===== src/rtl/rst_gen.sv =====
// rst_gen: reset sequencer for a downstream clock domain.
//
// Holds rst_n_out low for STRETCH_CYCLES clocks, then releases it and waits
// for the downstream domain to report that its synchronized reset has been
// released (a rising edge on rst_ack). The sequence ends with a one-cycle
// done pulse. If no acknowledge edge arrives within TIMEOUT_CYCLES clocks,
// the sticky timeout_err flag is set instead. A sequence starts at power-on
// (after rst) and again on each rising edge of sw_rst_req seen while idle.
//
// Ports:
//   clk          single clock for all sequential logic
//   rst          asynchronous, active-high reset (restarts the sequence)
//   sw_rst_req   software reset request, synchronous to clk, rising edge acts
//   rst_ack      downstream reset-released indicator, asynchronous to clk
//   rst_n_out    registered active-low reset to the downstream synchronizer
//   busy         high whenever the sequencer is not idle
//   done         one-cycle pulse when a sequence completes with acknowledge
//   timeout_err  sticky flag, set when the acknowledge wait times out
module rst_gen #(
    parameter int STRETCH_CYCLES = 16,
    parameter int TIMEOUT_CYCLES = 255
) (
    input  logic clk,
    input  logic rst,
    input  logic sw_rst_req,
    input  logic rst_ack,
    output logic rst_n_out,
    output logic busy,
    output logic done,
    output logic timeout_err
);

    typedef enum logic [1:0] {
        IDLE     = 2'd0,
        ASSERT   = 2'd1,
        WAIT_ACK = 2'd2
    } state_t;

    // Terminal counter values: the counter starts at 0 on entry, so the last
    // cycle of a phase is the one where the counter reads N-1.
    localparam logic [7:0] STRETCH_LAST = 8'(STRETCH_CYCLES - 1);
    localparam logic [7:0] TIMEOUT_LAST = 8'(TIMEOUT_CYCLES - 1);

    state_t     state;
    state_t     state_next;
    logic [7:0] counter;
    logic [7:0] counter_next;
    logic       rst_n_next;
    logic       done_next;
    logic       timeout_err_next;

    logic       ack_meta;
    logic       ack_s;
    logic       ack_d;
    logic       req_d;
    logic       req_edge;
    logic       ack_rise;

    // rst_ack comes from another domain: two flops to synchronize it, plus a
    // third so that only a 0->1 transition counts as an acknowledge.
    always_ff @(posedge clk or posedge rst) begin
        if (rst) begin
            ack_meta <= 1'b0;
            ack_s    <= 1'b0;
            ack_d    <= 1'b0;
            req_d    <= 1'b0;
        end else begin
            ack_meta <= rst_ack;
            ack_s    <= ack_meta;
            ack_d    <= ack_s;
            req_d    <= sw_rst_req;
        end
    end

    assign req_edge = sw_rst_req & ~req_d;
    assign ack_rise = ack_s & ~ack_d;

    // Reset lands in ASSERT so that a power-on sequence runs with no request.
    // rst_n_out is a flop output, so the downstream reset never glitches.
    always_ff @(posedge clk or posedge rst) begin
        if (rst) begin
            state       <= ASSERT;
            counter     <= 8'd0;
            rst_n_out   <= 1'b0;
            done        <= 1'b0;
            timeout_err <= 1'b0;
        end else begin
            state       <= state_next;
            counter     <= counter_next;
            rst_n_out   <= rst_n_next;
            done        <= done_next;
            timeout_err <= timeout_err_next;
        end
    end

    // Next-state logic. Requests are only looked at in IDLE, so edges during
    // a sequence, or on the cycle WAIT_ACK exits, are dropped; req_d has
    // caught up by the time IDLE is reached. In WAIT_ACK the acknowledge is
    // tested before the timeout so that a coincident edge still completes.
    always_comb begin
        state_next       = state;
        counter_next     = (counter == 8'hFF) ? counter : counter + 8'd1;
        rst_n_next       = rst_n_out;
        done_next        = 1'b0;
        timeout_err_next = timeout_err;

        case (state)
            IDLE: begin
                counter_next = counter;
                if (req_edge) begin
                    state_next       = ASSERT;
                    counter_next     = 8'd0;
                    rst_n_next       = 1'b0;
                    timeout_err_next = 1'b0;
                end
            end
            ASSERT: begin
                rst_n_next = 1'b0;
                if (counter >= STRETCH_LAST) begin
                    state_next   = WAIT_ACK;
                    counter_next = 8'd0;
                    rst_n_next   = 1'b1;
                end
            end
            WAIT_ACK: begin
                if (ack_rise) begin
                    state_next = IDLE;
                    done_next  = 1'b1;
                end else if (counter >= TIMEOUT_LAST) begin
                    state_next       = IDLE;
                    timeout_err_next = 1'b1;
                end
            end
            default: begin
                state_next = IDLE;
            end
        endcase
    end

    assign busy = (state != IDLE);

endmodule


===== config.mk =====
export PLATFORM = sky130hd
export DESIGN_NAME = rst_gen
export DESIGN_NICKNAME = d
export VERILOG_FILES = /design/src/rtl/rst_gen.sv
export SDC_FILE = /design/constraint.sdc
export NUM_CORES = 1
export LEC_CHECK = 0
export ABC_AREA = 0
export BUFFER_PORTS_ARGS = -buffer_cell sky130_fd_sc_hd__buf_2
export CAP_MARGIN = 5
export CORE_MARGIN = 1
export CORE_UTILIZATION = 50
export DETAILED_ROUTE_END_ITERATION = 16
export PLACE_DENSITY_LB_ADDON = 0.2
export RECOVER_POWER = 25
export SLEW_MARGIN = 20
export SYNTH_ARGS = -nofsm -noshare
export SYNTH_HDL_FRONTEND = slang
export SYNTH_SLANG_ARGS = --single-unit

===== constraint.sdc =====
create_clock -name clk -period 1.7 [get_ports clk]
set_input_delay 0.255 -clock clk [delete_from_list [all_inputs] [get_ports clk]]
set_output_delay 0.255 -clock clk [all_outputs]
set_load 0.03 [all_outputs]

Word-level counts from Yosys, hierarchy flattened
Index checks and enable logic that the tools add are counted.
Word-level totals
  input bits: 4
  memory bits (writable): 0
  bits in read-only memories: 0
  output and inout port bits: 4
  word-level logic and storage cells: 48
  register bits after elaboration: 17
  memories: 0
  bits in latches: 0
Cells by class
  divide/modulo/power cells: 0
  reductions and logical operators: 7
  add/subtract/negate cells: 1
  shifts and indexed selects: 0
  $lt $le $gt $ge: 2
  eq/ne operators: 8
  bitwise gates (word level): 4
  multiply operators: 0
  mux-type cells: 17
Operators with widths (number)
  $mux W8: 3
  $pmux W8 S2: 1
  $add A8 B1 Y8 const B: 1
  $eq A8 B8 Y1 const B: 1
  $ge A8 B4 Y1 const B: 1
  $ge A8 B8 Y1 const B: 1
  $mux W2: 4
  $ne A2 B2 Y1 const B: 4
  $mux W1: 6
  $pmux W2 S3: 1
  $reduce_bool A2 Y1: 3
  $pmux W1 S2: 2
  $reduce_and A4 Y1: 1
  $ne A3 B3 Y1 const B: 1
  $reduce_and A3 Y1: 1
  $and A1 B1 Y1: 2
  $eq A2 B1 Y1 const B: 1
  $eq A2 B2 Y1 const B: 1
  $logic_not A2 Y1: 1
  $not A1 Y1: 2
  $reduce_and A2 Y1: 1

Longest topological paths before layout
  word-level depth: 4
  gate-level depth with buffers: 5
  depth with buffers taken out: 5

Least setup slack after synthesis
No wires, ideal clock.
  path type: register to register
  from: register counter[1]
  to: register counter[3]
  path buffers: 0
  arrival time: 1438 ps
  cell stages (with the launch flop): 6
  clock period less this slack: 1564 ps
  data required time: 1574 ps
  setup slack: 136 ps
  library setup time: 126 ps
  cells stage by stage: dfrtp_1 -> ha_1 -> nand3_2 -> a31o_2 -> and3_1 -> a221o_1
Between the ends
  word-level cells in the longest chain between the ends: 4
  elaborated cells on any way between the ends: 6
  those cells by class: 1 x add/sub; 1 x order compare; 1 x eq/ne; 3 x mux
RTL lines
  start: declaration: RTL line 46  | logic [7:0] counter;
  start signal: assignment: RTL line 89  | counter <= counter_next;
  $add A8 B1 Y8 or $eq A8 B8 Y1 (tied branches): RTL line 102  | counter_next = (counter == 8'hFF) ? counter : counter + 8'd1;
  $mux W8: RTL line 102
  $mux W8: RTL line 119  | if (counter >= STRETCH_LAST) begin
  $pmux W8 S2 (*): RTL line 107  | case (state)
Every way passes the cells marked *; elsewhere a longest branch is shown, timed or not.
A chain may end at the register's enable or synchronous reset.

Worst setup path in the final report
  from: register state[0]
  to: register counter[6]
Between the ends
  word-level cells in the longest chain between the ends: 2
  elaborated cells on any way between the ends: 4
  those cells by class: 2 x eq/ne; 1 x mux; 1 x reduce/logical
RTL lines
  start: declaration: RTL line 44  | state_t state;
  start signal: assignment: RTL line 88  | state <= state_next;
  $eq A2 B1 Y1 or $logic_not A2 Y1 (tied branches): RTL line 107
  $pmux W8 S2 or $ne A2 B2 Y1 (tied branches)
Parallel ways exist; a longest one is shown, timed or not.

==> reports/results.ini <==
[placement]
dp_hpwl_um = 1360
io_buffer_count = 7
placed_cell_area_um2 = 942
place.gp.congestion = 0.929
dp_cells = 110

[synthesis]
synthFlopType = dfrtp_1
synthCells = 82
ys_warn_count = 0
synth.avg_cell_area_um2 = 10.3
synth_top_area_share_pct = 47.3
yosysMostFrequentCell = dfrtp_1
seq_area_frac_synth_pct = 50.4
synthTopCellsByArea = dfrtp_1 (47%), o21ai_0 (4.1%), a21oi_1 (3.5%)
yosysTopAreaCell = dfrtp_1
async_flop_share_pct = 100
synthDistinctLibCells = 34
synth-edff-count = 0
synth-seq-cells = 17
synth_area_um2 = 847
synth_common_cells = dfrtp_1 (16), inv_1 (7), o21ai_0 (7)
synth_nets = 88

[outcome]
status = finished, final reports clean

[pwr]
power.density_nw_per_um2 = 1430
fin_total_pwr_mw = 1.39
seqPwrFrac_pct = 41.8
switching_share_pct = 41.8
p_leak_nw = 0.427
pwr-share-clk_pct = 16.4
power_frac_comb_pct = 41.8
p_int_uw = 807
switchingPower_uw = 581
peakVddDrop_mv = 0.935

[routing]
first_iter_violations = 23
vias_per_cell = 6.37
ant_nets = 0
vias = 726
routed_wl_um = 1850
post_drt_wl_per_cell_um = 16.3
drt_pass1_iterations = 4
drc = 0

[clock_tree]
post_cts_buffers = 0
cts-root-buf = clkbuf_4
cts-resized-gates = 0
h-tree-depth = 1
cts_sinks = 17
clk_path_buf_depth = 2
cts_hold_buffers = 0
cts_buffers = 3
clk_latency_ns = 0.30
clk_pin_slew_worst_paths_ns = 0.11
cts_tree = built

[global_routing]
grt_pass1_wl_um = 3230
grt_pass1_vias = 703
grt_use_total_pct = 24.6
grt_start_max_net_pins = 18
grt.overflow.total = 0
antenna_found_initial = 0

[finish]
layoutNonFillerInstCount = 114
n_antenna_cell = 0
drive_above_1_share_pct = 26.5
fin_area_um2 = 972
nets = 105
fill_cells = 124
multi_input_area_um2 = 389
seq_area_um2 = 427
area_growth_pct = 14.8

[worst_setup_path]
critPathMaxFanout = 12
timing.rr.start = state[0]$_DFFE_PP1P_
critical_path_class = flip-flop to flip-flop
end_kind = flip-flop
cp.required_ns = 1.87
cp_cell_sequence = or2_2 -> nor2_1 -> o41ai_1 -> a32oi_1
cpMaxStageDelayCell = dfstp_2
slowest_delay_ns = 0.66
start_kind = flip-flop
crit_start = state[0]$_DFFE_PP1P_
crit_arrival_ns = 1.80

[sta]
period_needed_ns = 1.63
timing.fmax_ghz = 0.615
setup_viol_count_final = 0
rsz0062_at_grt = no
whs_ns = 0.0184
slew_headroom_pct = 57.3
worst_pin_slew_ns = 0.640
hold_viol_final = 0
setup_tns_ns = 0
report.final.slew_viol_count = 0
timing.final.crit_share_pct = 95.6
skew_ns = 0.00516

[worst_hold_path]
hp-class = primary input to asynchronous set/reset pin

[die]
start_util_pct = 55.0
core_area_um2 = 1540
fp.dieH_um = 43.2
design.portCount = 8
die_w_um = 43.2
rows = 14
die_area_um2 = 1860

[run]
cap_violations = 0

## layout make-up
class,instances,area share [%]
well taps,16,2.06
clock inverters,1,0.772
repair buffers,13,8.24
inverters,7,2.70
flip-flops and latches,17,43.9
clock buffers,3,2.32
multi-input cells,57,40.0
## cells in the final DEF (no fill, tap or decap), drive strengths merged, types with 2 or more instances in the layout
| cell type | synthesis | routed |
|---|---|---|
| o21ai | 7 | 7 |
| inv | 7 | 7 |
| and4 | 2 | 2 |
| ha | 2 | 2 |
| clkbuf | 0 | 3 |
| or3 | 3 | 3 |
| buf | 1 | 13 |
| o22ai | 2 | 2 |
| or2 | 2 | 2 |
| dfrtp | 16 | 16 |
| nor2 | 4 | 4 |
| a21oi | 6 | 6 |
| a31oi | 2 | 2 |
| o41ai | 2 | 2 |
| nand2 | 5 | 5 |
| nand4 | 3 | 3 |
| nand3 | 3 | 3 |
## worst max-delay path, delay by kind of cell (launching register included)
kind	cells	cell delay (ns)
AO/OA/AOI/OAI	2	0.54
flip-flops	1	0.66
AND/OR/NAND/NOR	2	0.29
## sequential cells by signal, indices dropped and copies added, names as in the netlist
name	count
ack_meta	1
counter	8
timeout_err	1
req_d	1
ack_s	1
rst_n_out	1
state	2
ack_d	1
done	1
## layer usage
layer | GRT usage, % | vias up | wire length (um)
li1 | - | 343 | -
met1 | 30.7 | 351 | 821
met2 | 37.6 | 26 | 868
met3 | 5.53 | 6 | 103
met4 | 16.4 | 0 | 59
met5 | 0 | - | 0
## logic make-up (layout without fill, tap and decap cells)
group,Yosys count,after routing,synth area share [%]
adders and majority gates,2,2,2.95
buffers and inverters,8,24,3.69
AOI/OAI and AO/OA,28,28,23.2
and+or+nand+nor,27,27,19.8
DFF,17,17,50.4
## final timing paths
kind | end | slack (ns) | cells past startpoint
setup / recovery | counter[6]$_DFFE_PP0P_ | 0.07 | 4
hold / removal | ack_s$_DFF_PP0_ | 0.02 | 2
setup reg to reg | counter[6]$_DFFE_PP0P_ | 0.07 | 4
hold reg to reg | ack_s$_DFF_PP0_ | 0.38 | 0
max in group asynchronous | counter[5]$_DFFE_PP0P_ | 1.27 | 2
min in group clk | ack_meta$_DFF_PP0_ | 0.05 | 1
## per-stage QoR
stage | utilization [%] | setup WS [ns]
after floorplan | - | 0.136
after global placement | 61.1 | 0.155
after detailed placement | 61.1 | 0.0883
after CTS | 63.1 | 0.0880
after global routing | 63.1 | 0.00739
final | 63.1 | 0.0744
## power by group through the flow
stage	logic [mW]	clock network (mW)	registers [mW]
global placement	0.568	0	0.580
finish	0.580	0.227	0.580
CTS	0.578	0.231	0.578
detailed placement	0.578	0	0.585
floorplan	0.377	0	0.596
global route	0.642	0.253	0.593
(Power assumes the default switching activity.)
